`config.mk`:
```
export PLATFORM = sky130hd
export DESIGN_NAME = uart_rx
export DESIGN_NICKNAME = d
export VERILOG_FILES = /design/src/rtl/uart_rx.sv
export SDC_FILE = /design/constraint.sdc
export NUM_CORES = 1
export LEC_CHECK = 0
export CAP_MARGIN = 20
export CORE_UTILIZATION = 25
export DETAILED_ROUTE_END_ITERATION = 8
export PLACE_DENSITY = 0.54
export RECOVER_POWER = 100
export SYNTH_ARGS = -nofsm -noshare
export SYNTH_HDL_FRONTEND = slang
export SYNTH_SLANG_ARGS = --single-unit
export TNS_END_PERCENT = 50
```
`constraint.sdc`:
```
create_clock -name sys_clk_i -period 2.2 [get_ports sys_clk_i]
set_clock_uncertainty 0.2 [all_clocks]
set_input_delay 0.22 -clock sys_clk_i [delete_from_list [all_inputs] [get_ports sys_clk_i]]
set_output_delay 0.22 -clock sys_clk_i [all_outputs]
set_load 0.03 [all_outputs]
```
`src/rtl/uart_rx.sv`:
```
// 8N1 UART byte receiver: two-flop input synchronizer, mid-bit sampling FSM and a
// single-entry valid/ready holding register with framing-error and overrun pulses.
//  state | meaning
//  IDLE  | line idle, waiting for a low level on rxs
//  START | confirming the start bit at half a bit time
//  DATA  | sampling 8 data bits, LSB first
//  STOP  | sampling the stop bit
//  BREAK | stop bit was low, waiting for the line to return high
module uart_rx #(
    parameter int CLK_HZ = 250000000,
    parameter int BAUD   = 115200
) (
    input  logic       sys_clk_i,
    input  logic       sys_rst_i,
    input  logic       rxd_i,
    output logic [7:0] data_o,
    output logic       valid_o,
    input  logic       ready_i,
    output logic       frame_err_o,
    output logic       overrun_o,
    output logic       busy_o
);

    localparam int CLKS_PER_BIT = CLK_HZ / BAUD;
    localparam int CW           = $clog2(CLKS_PER_BIT);
    localparam logic [CW-1:0] CNT_LAST = CW'(CLKS_PER_BIT - 1);
    localparam logic [CW-1:0] CNT_HALF = CW'(CLKS_PER_BIT / 2 - 1);

    if (CLKS_PER_BIT < 8) begin : g_cfg_check
        $error("uart_rx: CLK_HZ/BAUD must be at least 8");
    end

    typedef enum logic [2:0] {
        ST_IDLE,
        ST_START,
        ST_DATA,
        ST_STOP,
        ST_BREAK
    } state_t;

    state_t        state;
    state_t        state_next;
    logic          rx_meta;
    logic          rxs;
    logic [CW-1:0] cnt;
    logic [2:0]    bit_idx;
    logic [7:0]    shift_reg;
    logic          cnt_clr;
    logic          bit_done;
    logic          deliver;
    logic          frame_err_set;

    always_ff @(posedge sys_clk_i) begin
        if (sys_rst_i) begin
            rx_meta <= 1'b1;
            rxs     <= 1'b1;
            state   <= ST_IDLE;
        end else begin
            rx_meta <= rxd_i;
            rxs     <= rx_meta;
            state   <= state_next;
        end
    end

    always_comb begin
        state_next    = state;
        cnt_clr       = 1'b0;
        bit_done      = 1'b0;
        deliver       = 1'b0;
        frame_err_set = 1'b0;
        case (state)
            ST_IDLE: begin
                if (!rxs) begin
                    state_next = ST_START;
                    cnt_clr    = 1'b1;
                end
            end
            ST_START: begin
                if (cnt == CNT_HALF) begin
                    cnt_clr    = 1'b1;
                    state_next = rxs ? ST_IDLE : ST_DATA;
                end
            end
            ST_DATA: begin
                if (cnt == CNT_LAST) begin
                    cnt_clr  = 1'b1;
                    bit_done = 1'b1;
                    if (bit_idx == 3'd7) state_next = ST_STOP;
                end
            end
            ST_STOP: begin
                if (cnt == CNT_LAST) begin
                    cnt_clr = 1'b1;
                    if (rxs) begin
                        deliver    = 1'b1;
                        state_next = ST_IDLE;
                    end else begin
                        frame_err_set = 1'b1;
                        state_next    = ST_BREAK;
                    end
                end
            end
            ST_BREAK: begin
                if (rxs) begin
                    cnt_clr    = 1'b1;
                    state_next = ST_IDLE;
                end
            end
            default: state_next = ST_IDLE;
        endcase
    end

    always_ff @(posedge sys_clk_i) begin
        if (sys_rst_i) begin
            cnt         <= '0;
            bit_idx     <= '0;
            shift_reg   <= '0;
            data_o      <= '0;
            valid_o     <= 1'b0;
            frame_err_o <= 1'b0;
            overrun_o   <= 1'b0;
            busy_o      <= 1'b0;
        end else begin
            busy_o      <= (state_next != ST_IDLE);
            frame_err_o <= frame_err_set;
            overrun_o   <= 1'b0;

            if (cnt_clr || state == ST_IDLE || state == ST_BREAK)
                cnt <= '0;
            else
                cnt <= cnt + CW'(1);

            if (state == ST_START)
                bit_idx <= '0;
            else if (bit_done)
                bit_idx <= bit_idx + 3'd1;

            if (bit_done)
                shift_reg[bit_idx] <= rxs;

            // An accept in the same cycle as a deliver frees the slot for the new byte.
            if (deliver) begin
                if (!valid_o || ready_i) begin
                    data_o  <= shift_reg;
                    valid_o <= 1'b1;
                end else begin
                    overrun_o <= 1'b1;
                end
            end else if (valid_o && ready_i) begin
                valid_o <= 1'b0;
            end
        end
    end

endmodule

```
==> results of run 1 <==
## cell usage after synthesis, types with 2 or more instances
master	count
a211oi_1	2
a21oi_1	7
clkbuf_1	5
dfxtp_1	40
ha_1	5
inv_1	6
mux2i_1	12
nand2_1	13
nand2b_1	7
nand2b_2	2
nand3_1	5
nand4_1	2
nor2_1	29
nor2b_1	4
nor3_1	6
nor3b_1	2
nor4_4	2
o21ai_0	6
o31ai_1	3
or2_2	3
or3_1	3
xnor2_1	3
xor2_1	7
## stage by stage
stage	utilization	worst slack [ps]	area [µm²]	hold WS, ps
2_1_floorplan	-	70.0	1790	124
3_3_place_gp	0.310	110	2130	196
3_5_place_dp	0.310	98.8	2130	209
4_1_cts	0.326	96.2	2240	226
5_1_grt	0.328	-12.2	2260	241
6_report	0.328	65.8	2260	223
## repair_timing
action / 4_1_cts / 5_1_grt
setup buffers: 0 / 1
setup endpoints to repair: 0 / 12
gates resized for setup: 0 / 4
endpoints found under the hold margin: 0 / 0
## layout make-up
type / instances / area [µm²]
clock buffer: 5 / 68.8
clock inverter: 3 / 46.3
fill: 719 / 4610
inverter: 6 / 22.5
multi-input combinational: 137 / 951
sequential: 40 / 803
tap: 96 / 120
timing repair buffer: 28 / 244
## layout by cell type (no fill, tap or decap), types with 4 or more instances in the layout
cell type / synthesis / routed
a21oi_1: 7 / 7
buf_4: 0 / 12
clkbuf_8: 0 / 5
clkdlybuf4s50_1: 0 / 8
dfxtp_1: 40 / 38
dlygate4sd3_1: 0 / 7
ha_1: 5 / 5
inv_1: 6 / 6
mux2i_1: 12 / 12
nand2_1: 13 / 12
nand2b_1: 7 / 7
nand3_1: 5 / 5
nor2_1: 29 / 29
nor2b_1: 4 / 4
nor3_1: 6 / 6
o21ai_0: 6 / 6
xor2_1: 7 / 7
## per-layer routing
| layer | global-route usage | part of all wire | vias up |
|---|---|---|---|
| li1 | - | - | 706 |
| met1 | 0.126 | 0.50 | 623 |
| met2 | 0.163 | 0.45 | 18 |
| met3 | 0.0305 | 0.033 | 10 |
| met4 | 0.0515 | 0.023 | 0 |
| met5 | 0 | 0 | - |
## where the power goes
group | internal, mW | switching, mW
logic | 0.0178 | 0.0243
registers | 0.728 | 0.00317
clock network | 0.342 | 0.274
total | 1.09 | 0.301
## how the worst max path moves through the flow
stage | from | endpoint | slack (ps)
final | cnt[7] | busy_o | 70
after global routing | cnt[7] | data_o[5] | -10
after floorplan | cnt[0] | busy_o | 70
after detailed placement | cnt[1] | shift_reg[3] | 100
after global placement | cnt[0] | cnt[11] | 110
after CTS | cnt[1] | shift_reg[3] | 100
## cells by family (layout without fill, tap and decap cells)
family,Yosys count,count (layout)
mux,12,12
xor+xnor,10,10
fa+ha+maj,5,5
buf+inv,12,42
simple gates,88,88
compound gates,22,22
flops,40,40
## worst register-to-register path: stages (launching register included)
cell and delay (ps):
dfxtp_2 340, or3_4 420, nor4_4 350, mux2i_1 270, o32ai_2 100, or3_1 350
==> flow_summary_export.csv, run 1 <==
group,metric,value,unit
outcome,outcome,"complete, no violations",
synthesis,synth_cell_types,38,
sta,finalHoldViolCount,0,
setup_path,criticalPathCategory,"reg2reg",
routing,vias,1357,
flow_run,cap_viol_max_count,0,
sta,setup_violations,0,
sta,min_period,2130,ps
clock_tree,postCtsHoldBufs,0,
min_path,holdPathStages,1,
clock_tree,numCtsBuffers,5,
floorplanning,die_area,0.00750,mm²
power,p_per_area,616,mW/mm²
synthesis,synth_area,0.00179,mm²
layout,antennaDiodeCount,0,
synthesis,postSynthNetCount,198,
synthesis,synth-main-ff-cell,"dfxtp_1",
floorplanning,core,0.00687,mm²
clock_tree,cts_tree,"built",
routing,drc_errors,0,
sta,max_freq,0.469,GHz
clock_tree,cts.sink_count,40,
synthesis,synth_compound_area_frac,0.0846,
setup_path,path_cells,"or3_4 > nor4_4 > mux2i_1 > o32ai_2 > or3_1",
setup_path,cp_top_family,"simple AND/OR/NAND/NOR gates",
synthesis,ys_seq_elements,40,
synthesis,avgSynthCellArea,9.47,µm²
synthesis,async_flop_share,0,
min_path,whs_endpoint,"rxs",
routing,ant_nets,0,
setup_path,r2r_end,"busy_o",
setup_path,slowest_stage,"or3_4",
setup_path,max_stage_delay,420,ps
floorplanning,core.rowCount,30,
synthesis,ys_seq_area_frac,0.447,
sta,slew_violations,0,
grt,track_usage,0.103,
layout,layout-drive-gt1-share,0.178,
layout,final_nets,227,
synthesis,synth_cells,189,
setup_path,cp-end-kind,"register",
setup_path,timing.rr.start,"cnt[7]",
synthesis,synth_xor_area_frac,0.0489,
floorplanning,initial_core_util,0.261,
synthesis,synthSimpleGateAreaFrac,0.291,
grt,antenna_found_initial,0,
clock_tree,cts_buffer_depth,2,
grt,grt_max_degree,17,
place,hpwlAfterDp,2.47,mm
min_path,hp-class,"reg2reg",
setup_path,crit_arrival,2120,ps
floorplanning,die_w,86.6,µm
synthesis,synth_fa_ha_area_frac,0.0349,
floorplanning,die_h,86.6,µm
setup_path,cp_max_fo,4,
place,port_buffers,15,
synthesis,synthMuxAreaShare,0.0671,
power,max-vdd-ir-drop,0.171,mV
synthesis,synth-edff-count,0,
routing,first_pass_iters,4,
clock_tree,insertion_delay,300,ps
floorplanning,pin_count,16,
synthesis,synth_area_leader_cell,"dfxtp_1",
setup_path,r2r_cells,5,
sta,slew_headroom,0.575,
place,dp.cells,306,
clock_tree,clk_pin_slew,80,ps
layout,largest_reg_flops,12,
setup_path,cp-start-kind,"register",
grt,grt_first_pass_wirelength,5.96,mm
synthesis,synthTopCellsByArea,"dfxtp_1, mux2i_1, nor2_1",
routing,drt_iter0_markers,50,
power,total_power,1.39,mW
routing,wire_per_inst,10.5,µm
layout,stdcell_count,315,
place,gp_congestion,0.776,
power,p_leak,0.879,nW
sta,tightestPinTransition,637,ps
clock_tree,cts_root_buf,"clkbuf_8",
grt,grt_pass1_vias,1331,
synthesis,synth_top_area_frac,0.447,
min_path,hp-start,"rx_meta",
sta,min_period_over_period,0.970,
sta,setup_tns,0,ps
routing,viasPerCell,4.31,
setup_path,r2r_slack,70,ps
setup_path,cp_data_required_time,2180,ps
setup_path,cp_num_buf_inv,0,
synthesis,synth_top_family_by_area,"simple AND/OR/NAND/NOR gates",
grt,overflow,0,
layout,area_growth,26.0,%
routing,finalWirelength,3.32,mm
clock_tree,htree_num_levels,2,
synthesis,ys_warn_count,0,
setup_path,timing.critical_path.depth,5,
Power figures use the tool's default switching activity.
==> run 2, diff against run 1 <==
Settings changed: CELL_PAD_IN_SITES_DETAIL_PLACEMENT set to 0, CELL_PAD_IN_SITES_GLOBAL_PLACEMENT set to 1, CORE_UTILIZATION 25 to 35, PLACE_DENSITY 0.54 to 0.72.
==> run 2 against run 1 <==
- non-clock buffer count rose by 5
- worst setup slack improved by 27 ps
- final cell count fell by 7.6%
- routed wire length fell by 0.33%
- clock power fell by 19%
- critical path depth rose by 3
- first-iteration DRC count rose by 56%
- via count rose by 0.37%
- flip-flop and latch count did not move
- fmax rose by 1.3%
- critical path type unchanged
==> flow_summary_export.csv, run 2 (synthesis results as in run 1) <==
group,metric,value,unit
floorplanning,die_h,73.5,µm
routing,vias,1362,
grt,grt_max_degree,13,
outcome,outcome,"complete, no violations",
power,total_power,1.28,mW
floorplanning,die_w,73.5,µm
setup_path,r2r_cells,8,
setup_path,cp-end-kind,"register",
setup_path,cp-start-kind,"register",
place,gp_congestion,0.826,
routing,ant_nets,0,
clock_tree,htree_num_levels,2,
flow_run,cap_viol_max_count,0,
power,p_comb_frac,0.033,
routing,drt_iter0_markers,78,
power,intPower,996,µW
setup_path,path_cells,"inv_1 > ha_1 > nand4b_4 > buf_4 > nor4_4 > nand2b_2 > or3_1 > a21oi_1",
clock_tree,postCtsHoldBufs,0,
sta,grt_setup_unrepaired,"true",
routing,wire_per_inst,11.4,µm
grt,grt_pass1_vias,1251,
floorplanning,die_area,0.00541,mm²
layout,stdcell_count,291,
setup_path,crit_arrival,2130,ps
place,dp.cells,283,
floorplanning,core.rowCount,25,
layout,antennaDiodeCount,0,
power,p_leak,0.919,nW
setup_path,criticalPathCategory,"reg2reg",
clock_tree,cts_tree,"built",
grt,grt_first_pass_wirelength,5.66,mm
layout,final_nets,232,
sta,slew_headroom,0.781,
power,max-vdd-ir-drop,0.276,mV
power,p_sw_frac,0.219,
sta,finalHoldViolCount,0,
routing,drc_errors,0,
floorplanning,core,0.00482,mm²
clock_tree,numCtsBuffers,5,
layout,final_cell_mix,"dfxtp_1, nor2_1, buf_4",
setup_path,r2r_slack,90,ps
routing,finalWirelength,3.30,mm
sta,min_period,2110,ps
setup_path,cp_max_fo,7,
power,pwr-share-seq,0.573,
layout,area_growth,24.8,%
sta,setup_violations,0,
layout,final_core_util,0.464,
min_path,hp-class,"reg2reg",
setup_path,timing.rr.start,"cnt[1]",
min_path,holdPathStages,1,
sta,tightestPinTransition,326,ps
clock_tree,cts_root_buf,"clkbuf_8",
sta,slew_violations,0,
power,clock_power_share,0.394,
layout,multiInputGateArea,953,µm²
layout,fill_cells,497,
setup_path,cp_data_required_time,2230,ps
setup_path,r2r_end,"shift_reg[4]",
clock_tree,cts_buffer_depth,2,
setup_path,max_stage_delay,370,ps
power,p_sw,279,µW
grt,track_usage,0.138,
routing,viasPerCell,4.68,
layout,seq_area,801,µm²
place,port_buffers,15,
routing,first_pass_iters,4,
min_path,whs_endpoint,"rxs",
clock_tree,cts.sink_count,40,
power,p_per_area,571,mW/mm²
sta,max_freq,0.475,GHz
sta,min_period_over_period,0.958,
place,pre_cts_ws,77.2,ps
floorplanning,initial_core_util,0.372,
clock_tree,insertion_delay,290,ps
clock_tree,clk_pin_slew,80,ps
min_path,hp-start,"rx_meta",
sta,setup_ws,92.8,ps
layout,largest_reg_flops,12,
layout,final_common_cell,"dfxtp_1",
setup_path,slowest_stage,"or3_1",
layout,layout-drive-gt1-share,0.188,
grt,overflow,0,
place,hpwlAfterDp,2.40,mm
floorplanning,pin_count,16,
grt,antenna_found_initial,0,
run 2: cell count changes in the layout (fill, tap and decap cells not counted), sizes merged:
cell and delta:
buf +4, bufinv -1, clkbuf +2, clkdlybuf4s50 -6
clkinv +2, clkinvlp -1, dlygate4sd3 +6, inv -1
run 2: metrics by stage:
| stage | TNS, ps | instance area, µm² | hold slack, ps |
|---|---|---|---|
| after floorplan | 0 | 1790 | 124 |
| after global placement | 0 | 2140 | 213 |
| after detailed placement | 0 | 2140 | 206 |
| after CTS | 0 | 2230 | 227 |
| after global routing | -253 | 2230 | 235 |
| final | 0 | 2230 | 223 |
run 2: how the worst max path moves through the flow:
stage | startpoint | to | depth (start not counted) | slack (ps)
2_1_floorplan | cnt[0] | busy_o | 6 | 70
3_3_place_gp | cnt[0] | cnt[9] | 9 | 110
3_5_place_dp | cnt[0] | cnt[3] | 9 | 80
4_1_cts | cnt[0] | cnt[11] | 9 | 50
5_1_grt | cnt[1] | busy_o | 7 | -70
6_report | cnt[1] | shift_reg[4] | 8 | 90
run 2: timing repair:
item                                    CTS  global route
setup buffers                             0             0
endpoints found under the setup margin    0            20
resized for setup                         0             3
run 2: layer usage:
layer	share of wire	GRT usage	vias to the layer above
li1	-	-	716
met1	0.48	0.170	630
met2	0.48	0.225	14
met3	0.031	0.0412	2
met4	0.0088	0.0513	0
met5	0	0	-
run 2: cell type report:
class                           instances  area share
Timing Repair Buffer                   33       0.126
Multi-Input combinational cell        137       0.427
Clock inverter                          2     0.00448
Tap cell                               67      0.0375
Sequential cell                        40       0.358
Clock buffer                            6      0.0370
Inverter                                6      0.0101
run 2: critical path, delay by kind of cell (launching register included):
family / cells / cell delay [ps]
adder cells (fa/ha/maj): 1 / 180
flip-flops: 1 / 330
buffers and inverters: 2 / 230
AO/OA/AOI/OAI: 1 / 120
AND/OR/NAND/NOR: 4 / 980
run 2: power groups by stage:
stage	sequential, mW	combinational (mW)	clock [mW]
final	0.731	0.0426	0.502
after global routing	0.731	0.0473	0.554
after CTS	0.731	0.0442	0.525
after detailed placement	0.748	0.0439	0
after global placement	0.748	0.0440	0
after floorplan	0.748	0.0252	0
